$ cat config.mk
export PLATFORM = sky130hd
export DESIGN_NAME = axi_rd_out_fifo
export DESIGN_NICKNAME = d
export VERILOG_FILES = /design/src/rtl/axi_rd_out_fifo.sv
export SDC_FILE = /design/constraint.sdc
export NUM_CORES = 1
export LEC_CHECK = 0
export ABC_AREA = 1
export ABC_CLOCK_PERIOD_IN_PS = 3500
export BUFFER_PORTS_ARGS = -buffer_cell sky130_fd_sc_hd__buf_2
export CAP_MARGIN = 10
export CORE_MARGIN = 2
export CORE_UTILIZATION = 50
export CTS_BUF_LIST = sky130_fd_sc_hd__clkbuf_4 sky130_fd_sc_hd__clkbuf_8
export CTS_CLUSTER_DIAMETER = 200
export DETAILED_ROUTE_END_ITERATION = 7
export HOLD_SLACK_MARGIN = 0.03
export PLACE_DENSITY = 0.68
export SLEW_MARGIN = 15
export SYNTH_ARGS = -nofsm -noshare
export SYNTH_HDL_FRONTEND = slang
export SYNTH_SLANG_ARGS = --single-unit
$ cat constraint.sdc
create_clock -name clk -period 3.5 [get_ports clk]
set_input_delay 0.175 -clock clk [delete_from_list [all_inputs] [get_ports clk]]
set_output_delay 0.175 -clock clk [all_outputs]
set_load 0.05 [all_outputs]
$ cat src/rtl/axi_rd_out_fifo.sv
// axi_rd_out_fifo: first-word-fall-through FIFO between the compute core
// (valid/ready push side) and the AXI4 read-channel FSM (empty/pop side).
// Pointers carry one extra wrap bit, so full and empty can be told apart
// without a separate occupancy register. All status flags come only from
// the registered pointers. The head word is a combinational read of the array.
//
// Optional build macro: AXI_RD_OUT_FIFO_OVF_EN
//   defined   -> ovf_err is a sticky flag. It sets when push_valid is seen
//                while the FIFO is full, and clears only on reset.
//   undefined -> ovf_err is tied to 0 and no flag register exists.
module axi_rd_out_fifo #(
  parameter int DATA_W    = 32,
  parameter int DEPTH     = 16,
  parameter int AF_THRESH = 12
) (
  input  logic                       clk,
  input  logic                       reset,
  input  logic [DATA_W-1:0]          push_data,
  input  logic                       push_valid,
  output logic                       push_ready,
  output logic                       out_fifo_empty,
  input  logic                       out_fifo_pop,
  output logic [DATA_W-1:0]          out_fifo_rdata,
  output logic [$clog2(DEPTH):0]     out_fifo_count,
  output logic                       almost_full,
  output logic                       ovf_err
);

  localparam int AW = $clog2(DEPTH);
  localparam int PW = AW + 1;
  localparam logic [PW-1:0] AF_LVL = PW'(AF_THRESH);

  logic [DATA_W-1:0] mem [DEPTH];
  logic [PW-1:0]     wr_ptr;
  logic [PW-1:0]     rd_ptr;
  logic              full;
  logic              empty;
  logic              push_fire;
  logic              pop_fire;

  assign empty     = (wr_ptr == rd_ptr);
  assign full      = (wr_ptr[AW-1:0] == rd_ptr[AW-1:0]) && (wr_ptr[AW] != rd_ptr[AW]);
  assign push_fire = push_valid && !full;
  // A pop while empty is deliberately a no-op; the FSM pops speculatively.
  assign pop_fire  = out_fifo_pop && !empty;

  assign push_ready     = !full;
  assign out_fifo_empty = empty;
  assign out_fifo_count = wr_ptr - rd_ptr;
  assign almost_full    = (out_fifo_count >= AF_LVL);
  assign out_fifo_rdata = mem[rd_ptr[AW-1:0]];

  // Pointer update: reset discards contents, otherwise advance on accepted push/pop.
  always_ff @(posedge clk) begin
    if (!reset) begin
      wr_ptr <= '0;
      rd_ptr <= '0;
    end else begin
      if (push_fire) wr_ptr <= wr_ptr + 1'b1;
      if (pop_fire)  rd_ptr <= rd_ptr + 1'b1;
    end
  end

  // Storage write; no reset on the array itself, and no write in a reset cycle.
  always_ff @(posedge clk) begin
    if (reset && push_fire) mem[wr_ptr[AW-1:0]] <= push_data;
  end

`ifdef AXI_RD_OUT_FIFO_OVF_EN
  logic ovf_q;

  // Sticky overflow: any push attempt against a full FIFO, held until reset.
  always_ff @(posedge clk) begin
    if (!reset)                  ovf_q <= 1'b0;
    else if (push_valid && full) ovf_q <= 1'b1;
  end

  assign ovf_err = ovf_q;
`else
  assign ovf_err = 1'b0;
`endif

endmodule

======== Word-level counts from Yosys, hierarchy flattened ========
Memories as Yosys holds them, arrays and structs flattened. A register that Yosys moved wholly into a read port is not among the register bits.
Index checks and enable logic that the tools add are counted.
Widths: inputs -> output; s select.
storage, ports and cells
  flip-flop bits (word level) ............. 10
  memory bits (writable) .................. 512
  memories ................................ 1
  input port bits ......................... 36
  logic and storage cells ................. 20
memories
  name  words  bits a word  rd ports  clocked after Yosys merged registers in  wr ports  line  source
  mem   16     32           1         1                                        1         33    logic [DATA_W-1:0] mem [DEPTH];
cells by class
  equality and inequality tests ........... 3
  add/sub/neg operators ................... 3
  order comparisons ....................... 1
  mux-type cells .......................... 4
  reduce and logical (&&, ||, !) cells .... 6
operator list
  operator             count
  $add 5x1->5 const B  2
  $mux 4               2
  $eq 5x5->1           1
  $ge 5x4->1 const B   1
  $sub 5x5->5          1
  $eq 4x4->1           1
  $logic_and 1x1->1    4
  $logic_not 1->1      2
  $mux 1               2
  $ne 1x1->1           1

======== Logic depth before layout (Yosys ltp) ========
Gate-level depths: netlist of the first run.
  depth in word-level cells ............... 7
  gate-level depth with buffers ........... 10
  depth with buffers taken out ............ 9

======== Worst setup path after synthesis of the first run ========
No wires, ideal clock.
  path kind ............................... reg-to-reg
  start point ............................. reg rd_ptr[2]
  end point ............................... mem mem[15][0] (enable)
  arrival ................................. 3.646 ns
  stages on the path, launching flop included .. 9
  required time ........................... 3.039 ns
  path slack .............................. -0.607 ns
  clock period less this slack ............ 4.107 ns
  library setup time ...................... 0.461 ns
  cells stage by stage .................... dfxtp_1 -> clkbuf_1 -> inv_1 -> ha_1 -> nand2_1 -> nor2_2 -> nand2_2 -> nand2_4 -> nor3_1
on the way
  longest elaborated chain between the ends .. 7
RTL lines
  item                          line  source
  from (decl)                   35    logic [PW-1:0] rd_ptr;
  from (signal assigned)        60    if (pop_fire) rd_ptr <= rd_ptr + 1'b1;
  $eq 4x4->1                    42    assign full = (wr_ptr[AW-1:0] == rd_ptr[AW-1:0]) && (wr_ptr[AW] != rd_ptr[AW]);
  $logic_and 1x1->1             42
  $logic_not 1->1               n/a
  net push_ready                20    output logic push_ready,
  $logic_and 1x1->1             43    assign push_fire = push_valid && !full;
  $logic_and 1x1->1             66    if (reset && push_fire) mem[wr_ptr[AW-1:0]] <= push_data;
  $mux 1                        66
  $mux 1 (not written as such)  66
  to (decl)                     33
The timed path passes the listed nets, and every way through them passes these cells.

==> results of run 1 <==
==> Yosys cell counts <==
cell type / instances / share of area (%)
nand3_2: 1 / 0.044
clkbuf_1: 18 / 0.29
inv_2: 1 / 0.016
nand3_1: 397 / 8.7
nor2_4: 1 / 0.049
nand4_1: 4 / 0.11
inv_1: 405 / 6.6
nor2_2: 1 / 0.027
conb_1: 1 / 0.016
ha_1: 9 / 0.49
buf_12: 1 / 0.087
o21ai_0: 4 / 0.087
edfxtp_1: 512 / 67
and2_1: 1 / 0.027
nand2_1: 703 / 11
buf_2: 42 / 0.92
buf_1: 11 / 0.18
fa_1: 1 / 0.087
nand2_4: 1 / 0.049
nor2_1: 26 / 0.43
nand3b_1: 1 / 0.033
nand2_2: 3 / 0.082
buf_4: 7 / 0.23
a21oi_1: 8 / 0.17
dfxtp_1: 14 / 1.2
xor2_1: 4 / 0.15
inv_4: 1 / 0.027
nor3_1: 1 / 0.022
buf_6: 29 / 1.4
==> worst max-delay path, cell delays in order (launching register included) <==
cell and delay, ns:
dfxtp_4 0.37, inv_6 0.64, buf_4 0.48, nand2_1 0.11, nand2_1 0.07, nand2_1 0.05
nand3_1 0.09, nand3_1 0.14, nand2_1 0.12, buf_2 0.26
==> timing repair <==
item	CTS	global route
endpoints found under the setup margin	0	0
hold buffers	36	0
endpoints found under the hold margin	526	0
==> through the flow <==
stage | area (um2) | power [mW] | hold slack [ns]
3_5_place_dp | 23900 | 9.58 | 0.485
3_3_place_gp | 23900 | 9.55 | 0.483
4_1_cts | 25900 | 14.7 | 0.328
2_1_floorplan | 23000 | 9.02 | 0.274
5_1_grt | 25900 | 15.1 | 0.390
6_report | 25900 | 14.5 | 0.376
==> sequential cells by signal, summed over array words and instances (netlist names), named ones only <==
| register | count |
|---|---|
| mem | 512 |
| wr_ptr | 5 |
| rd_ptr | 5 |
==> area by class of cell <==
cell class                 count  area (um2)
fill                        3772       19500
multi-input combinational   1167        5180
tap                          600         751
sequential                   526       15700
inverter                     407        1540
clock buffer                 118        1470
timing repair buffer         150        1120
clock inverter                36         165
==> routing by layer <==
layer | vias to the layer above | track usage, % | wire length, um
li1 | 7394 | - | -
met1 | 7249 | 28.6 | 21700
met2 | 546 | 37.1 | 25200
met3 | 96 | 3.66 | 3230
met4 | 0 | 8.19 | 1200
met5 | - | 0 | 0
==> cells in the final DEF, fill, tap and decap left out, types with 2 or more instances in the layout <==
cell type	instances
xor2_1	4
dfxtp_1	10
clkinv_2	12
buf_4	32
ha_1	9
nand2_1	703
o21ai_0	4
a21oi_1	8
edfxtp_1	512
dlygate4sd3_1	36
nand2_2	3
dfxtp_4	2
inv_1	403
clkbuf_8	93
buf_12	7
dfxtp_2	2
clkinvlp_4	2
nand3_1	397
clkinv_1	22
nor2_1	11
nand4_1	4
clkbuf_4	25
buf_2	75
nor2_4	16
==> logic make-up (layout without fill, tap and decap cells) <==
kind of cell	Yosys count	count (layout)	share of synthesized area, %
buffers and inverters	515	711	9.79
adder cells (fa/ha/maj)	10	10	0.578
XOR/XNOR	4	4	0.153
AND/OR/NAND/NOR	1140	1140	21.0
AO/OA/AOI/OAI	12	12	0.262
flip-flops	526	526	68.2
other	1	1	0.0163
==> final timing paths <==
kind / end / slack [ns] / cells past startpoint
setup / recovery: out_fifo_rdata[23] / 0.28 / 9
hold / removal: wr_ptr[1] / 0.38 / 4
setup reg to reg: mem[1][17] / 0.86 / 10
hold reg to reg: wr_ptr[4] / 0.52 / 2
==> power groups by stage <==
| stage | sequential [mW] | clock (mW) | combinational [mW] |
|---|---|---|---|
| 2_1_floorplan | 7.11 | 0 | 1.90 |
| 6_report | 6.99 | 5.05 | 2.48 |
| 4_1_cts | 6.99 | 5.16 | 2.51 |
| 5_1_grt | 7.00 | 5.44 | 2.71 |
| 3_5_place_dp | 7.12 | 0 | 2.46 |
| 3_3_place_gp | 7.12 | 0 | 2.43 |
==> results.json, run 1 <==
{
  "status": "complete, no violations",
  "pin_count": 77,
  "clkPwrFrac_pct": 34.8,
  "grt_pass1_vias": 15046,
  "dp_slack_ns": 0.877,
  "yosysSeqAreaShare_pct": 68.2,
  "vias_per_cell": 5.09,
  "powerDensity_mw_per_mm2": 561,
  "fin_crit_ns": 3.22,
  "finalHoldViolCount": 0,
  "fin_ws_ns": 0.283,
  "stdcell_count": 3004,
  "crit_type": "flop to output pin",
  "pwr-share-seq_pct": 48.1,
  "end_kind": "output pin",
  "drt_iter0_drc": 1416,
  "clkTransAtPathRegs_ns": 0.06,
  "finClkSkew_ns": 0.0243,
  "synth_seq_cells": 526,
  "cts_setup_buffers": 0,
  "dp_hpwl_um": 28300,
  "tightest_slew_ns": 1.02,
  "hp-start": "reset",
  "numCtsBuffers": 85,
  "power_switching_mw": 4.22,
  "antenna_found_initial": 0,
  "cts-root-buf": "clkbuf_8",
  "dp_cells": 2814,
  "r2r-start": "rd_ptr[2]",
  "p_comb_share_pct": 17.1,
  "dieArea_mm2": 0.0476,
  "cts_num_sinks": 526,
  "finalNetCount": 2383,
  "htreeDepth": 3,
  "postRouteAntennaNets": 0,
  "avgSynthCellArea_um2": 10.4,
  "period_share_pct": 91.9,
  "switching_share_pct": 29.0,
  "antenna_cells": 0,
  "grt_start_max_net_pins": 141,
  "worst_ep_arrival_time_ns": 3.04,
  "leakagePower_nw": 11.1,
  "fp.dieH_um": 218,
  "ys_warn_count": 0,
  "clock_path_buffers": 3,
  "start_util_pct": 50.6,
  "die_width_um": 218,
  "max_cap_viol_count": 0,
  "cts_tree": "yes",
  "rsz0062_at_grt": "false",
  "num_rows": 78,
  "firstDrtPassIters": 5,
  "p_int_mw": 10.3,
  "grt_overflow": 0,
  "wirelength_um": 51300,
  "vias": 15285,
  "clock_latency_ns": 0.64,
  "grtUsageTotal_pct": 22.0,
  "cp-start-kind": "flop",
  "crit_fanout": 109,
  "hp-class": "primary input to flop",
  "utilization_pct": 57.0,
  "gp_congestion": 0.803,
  "drive_above_1_share_pct": 11.5,
  "setup-violations-final": 0,
  "clock.fmax_mhz": 311,
  "fin_setup_tns_ns": 0,
  "netlist_instances": 2208,
  "post_cts_resized": 0,
  "synth_area_mm2": 0.0230,
  "critPathRequiredTime_ns": 3.32,
  "numPortBuffers": 75,
  "ir_drop_mv": 0.365,
  "areaGrowthSynthToFinish_pct": 12.7,
  "core_mm2": 0.0454,
  "syn-num-nets": 2254,
  "drc": 0,
  "final_max_slew_viol_count": 0,
  "timing.slew.headroom_pct": 32.3,
  "wl_per_cell_um": 17.1,
  "grt_pass1_wl_um": 80500,
  "synth.distinct_cells": 29
}
(Power assumes the default switching activity.)
==> run 2: changes to the inputs <==
--- a/config.mk
+++ b/config.mk
@@ -8,8 +8,9 @@
 export ABC_AREA = 1
 export ABC_CLOCK_PERIOD_IN_PS = 3500
 export BUFFER_PORTS_ARGS = -buffer_cell sky130_fd_sc_hd__buf_2
-export CAP_MARGIN = 10
-export CORE_MARGIN = 2
+export CAP_MARGIN = 20
+export CORE_ASPECT_RATIO = 1.4
+export CORE_MARGIN = 5
 export CORE_UTILIZATION = 50
 export CTS_BUF_LIST = sky130_fd_sc_hd__clkbuf_4 sky130_fd_sc_hd__clkbuf_8
 export CTS_CLUSTER_DIAMETER = 200
==> run 2 against run 1 <==
  * Count of clock-buffer cells in the layout is 16 lower
  * First-iteration DRC count is 7.3% lower
  * Sequential power hardly changed
  * Cell count is 0.30% lower
  * Combinational power hardly changed
  * Wire length is 2.6% higher
  * Maximum frequency is 7.0% higher
  * Design area is 0.59% lower
  * Critical endpoint is now out_fifo_rdata[26]
  * Largest cell class unchanged
  * Largest power group unchanged
==> results.json, run 2 (same netlist as run 1, synthesis figures left out) <==
{
  "hp-start": "reset",
  "met3_usage_pct": 3.87,
  "grtUsageTotal_pct": 21.3,
  "ir_drop_mv": 0.352,
  "clock.fmax_mhz": 333,
  "end_kind": "output pin",
  "cp_slowest_stage_delay_ns": 0.78,
  "tightest_slew_ns": 1.04,
  "die_width_um": 191,
  "drt_iter0_drc": 1313,
  "grt_pass1_wl_um": 84000,
  "drc": 0,
  "firstDrtPassIters": 7,
  "fin_crit_ns": 3.01,
  "fin_area_mm2": 0.0257,
  "r2r-start": "wr_ptr[0]",
  "cts_hold_buf": 36,
  "drive_above_1_share_pct": 10.8,
  "numPortBuffers": 75,
  "min_path_cells": 4,
  "finalHoldViolCount": 0,
  "nFillCells": 3839,
  "post_cts_resized": 0,
  "leakagePower_nw": 10.9,
  "hp-class": "primary input to flop",
  "finalNetCount": 2370,
  "powerDensity_mw_per_mm2": 547,
  "cts_setup_buffers": 0,
  "areaGrowthSynthToFinish_pct": 12.0,
  "met1_usage_pct": 27.0,
  "hold_end": "wr_ptr[0]",
  "path_buf_inv": 2,
  "vias_per_cell": 5.12,
  "numCtsBuffers": 75,
  "postRouteAntennaNets": 0,
  "largest_register_ff_count": 512,
  "gr-max-usage-layer": "met2",
  "use_met2_pct": 36.8,
  "path_cells": "buf_4 -> nand3_1 -> nand3_1 -> nand3_1 -> nand2_1 -> buf_2",
  "dieArea_mm2": 0.0504,
  "slowest_stage": "buf_4",
  "ff2ff_setup_slack_ns": 0.78,
  "critical_path.top_delay_family": "buffers and inverters",
  "grt_overflow": 0,
  "fin_setup_tns_ns": 0,
  "period_share_pct": 85.9,
  "clock_path_buffers": 3,
  "cts_num_sinks": 526,
  "crit_fanout": 80,
  "fp.dieH_um": 264,
  "setup-violations-final": 0,
  "grt_pass1_vias": 15494,
  "status": "complete, no violations",
  "clkTransAtPathRegs_ns": 0.07,
  "path_common_cell": "nand3_1",
  "htreeDepth": 3,
  "core_mm2": 0.0457,
  "rsz0062_at_grt": "false",
  "worst_ep_arrival_time_ns": 2.83,
  "max_cap_viol_count": 0,
  "start_util_pct": 50.2,
  "rr_worst_depth": 10,
  "cp-start-kind": "flop",
  "pin_count": 77,
  "critPathRequiredTime_ns": 3.32,
  "gp_congestion": 0.819,
  "final_cell_mix": "703 x nand2_1, 512 x edfxtp_1, 403 x inv_1, 397 x nand3_1, 78 x clkbuf_8",
  "final_common_cell": "nand2_1",
  "clock_latency_ns": 0.64,
  "timing.slew.headroom_pct": 30.8,
  "vias": 15324,
  "cts-root-buf": "clkbuf_8",
  "reg2reg_to": "mem[2][15]",
  "cts_tree": "yes",
  "final_max_slew_viol_count": 0,
  "grt_start_max_net_pins": 102,
  "placed_area_mm2": 0.0240,
  "finClkSkew_ns": 0.0165,
  "dp_hpwl_um": 30200,
  "wl_per_cell_um": 17.6,
  "antenna_found_initial": 1,
  "wirelength_um": 52600,
  "num_rows": 93,
  "crit_type": "flop to output pin"
}
## run 2: changes by cell type in the layout (fill, tap and decap cells not counted), sizes merged
cell    delta
clkbuf    -16
clkinv    -10
buf        -3
inv        +2
diode      +1
## run 2: metal layers
metal,wire [um],vias to the layer above
met5,0,-
li1,-,7354
met4,1570,0
met3,3560,106
met2,26700,544
met1,20800,7320
## run 2: worst register-to-register path, cell delays in order (launching register included)
cell	delay (ns)
dfxtp_1	0.43
inv_1	0.12
ha_1	0.34
nand2_1	0.09
nor2_2	0.05
nand2_2	0.13
nand2_4	0.12
nor2_4	0.12
nand2_1	0.24
nor2_4	0.43
buf_4	0.33
## run 2: stage by stage
stage	power (mW)	worst slack [ns]	instances	util, %	hold WS (ns)
3_3_place_gp	9.58	0.874	2828	52.4	0.481
2_1_floorplan	9.02	0.0753	2208	-	0.274
4_1_cts	14.2	0.520	2994	56.3	0.372
3_5_place_dp	9.61	0.797	2828	52.4	0.483
5_1_grt	14.7	0.338	2995	56.3	0.417
6_report	14.1	0.493	2995	56.3	0.398
## run 2: worst max path at each step
| stage | startpoint | cells past startpoint | endpoint | slack (ns) |
|---|---|---|---|---|
| floorplan | rd_ptr[2] | 10 | mem[10][0] | 0.08 |
| global placement | rd_ptr[2] | 10 | mem[13][19] | 0.87 |
| detailed placement | rd_ptr[2] | 10 | mem[2][19] | 0.80 |
| CTS | flop | 6 | out_fifo_rdata[26] | 0.52 |
| global route | flop | 6 | out_fifo_rdata[19] | 0.34 |
| finish | flop | 6 | out_fifo_rdata[26] | 0.49 |
## run 2: layout make-up
class                   count  area, um2  share of cell area, %
diodes                      1       2.50                0.00973
clock buffers             102       1250                   4.87
clock inverters            28        136                  0.530
inverters                 407       1540                   5.97
multi-input cells        1167       5180                   20.1
flip-flops and latches    526      15700                   60.9
well taps                 617        772                   3.00
repair buffers            147       1180                   4.59
## run 2: power by group
group / switching, mW / total, mW / internal (mW)
clock: 2.24 / 4.57 / 2.33
sequential: 0.0306 / 6.99 / 6.96
combinational: 1.85 / 2.50 / 0.650
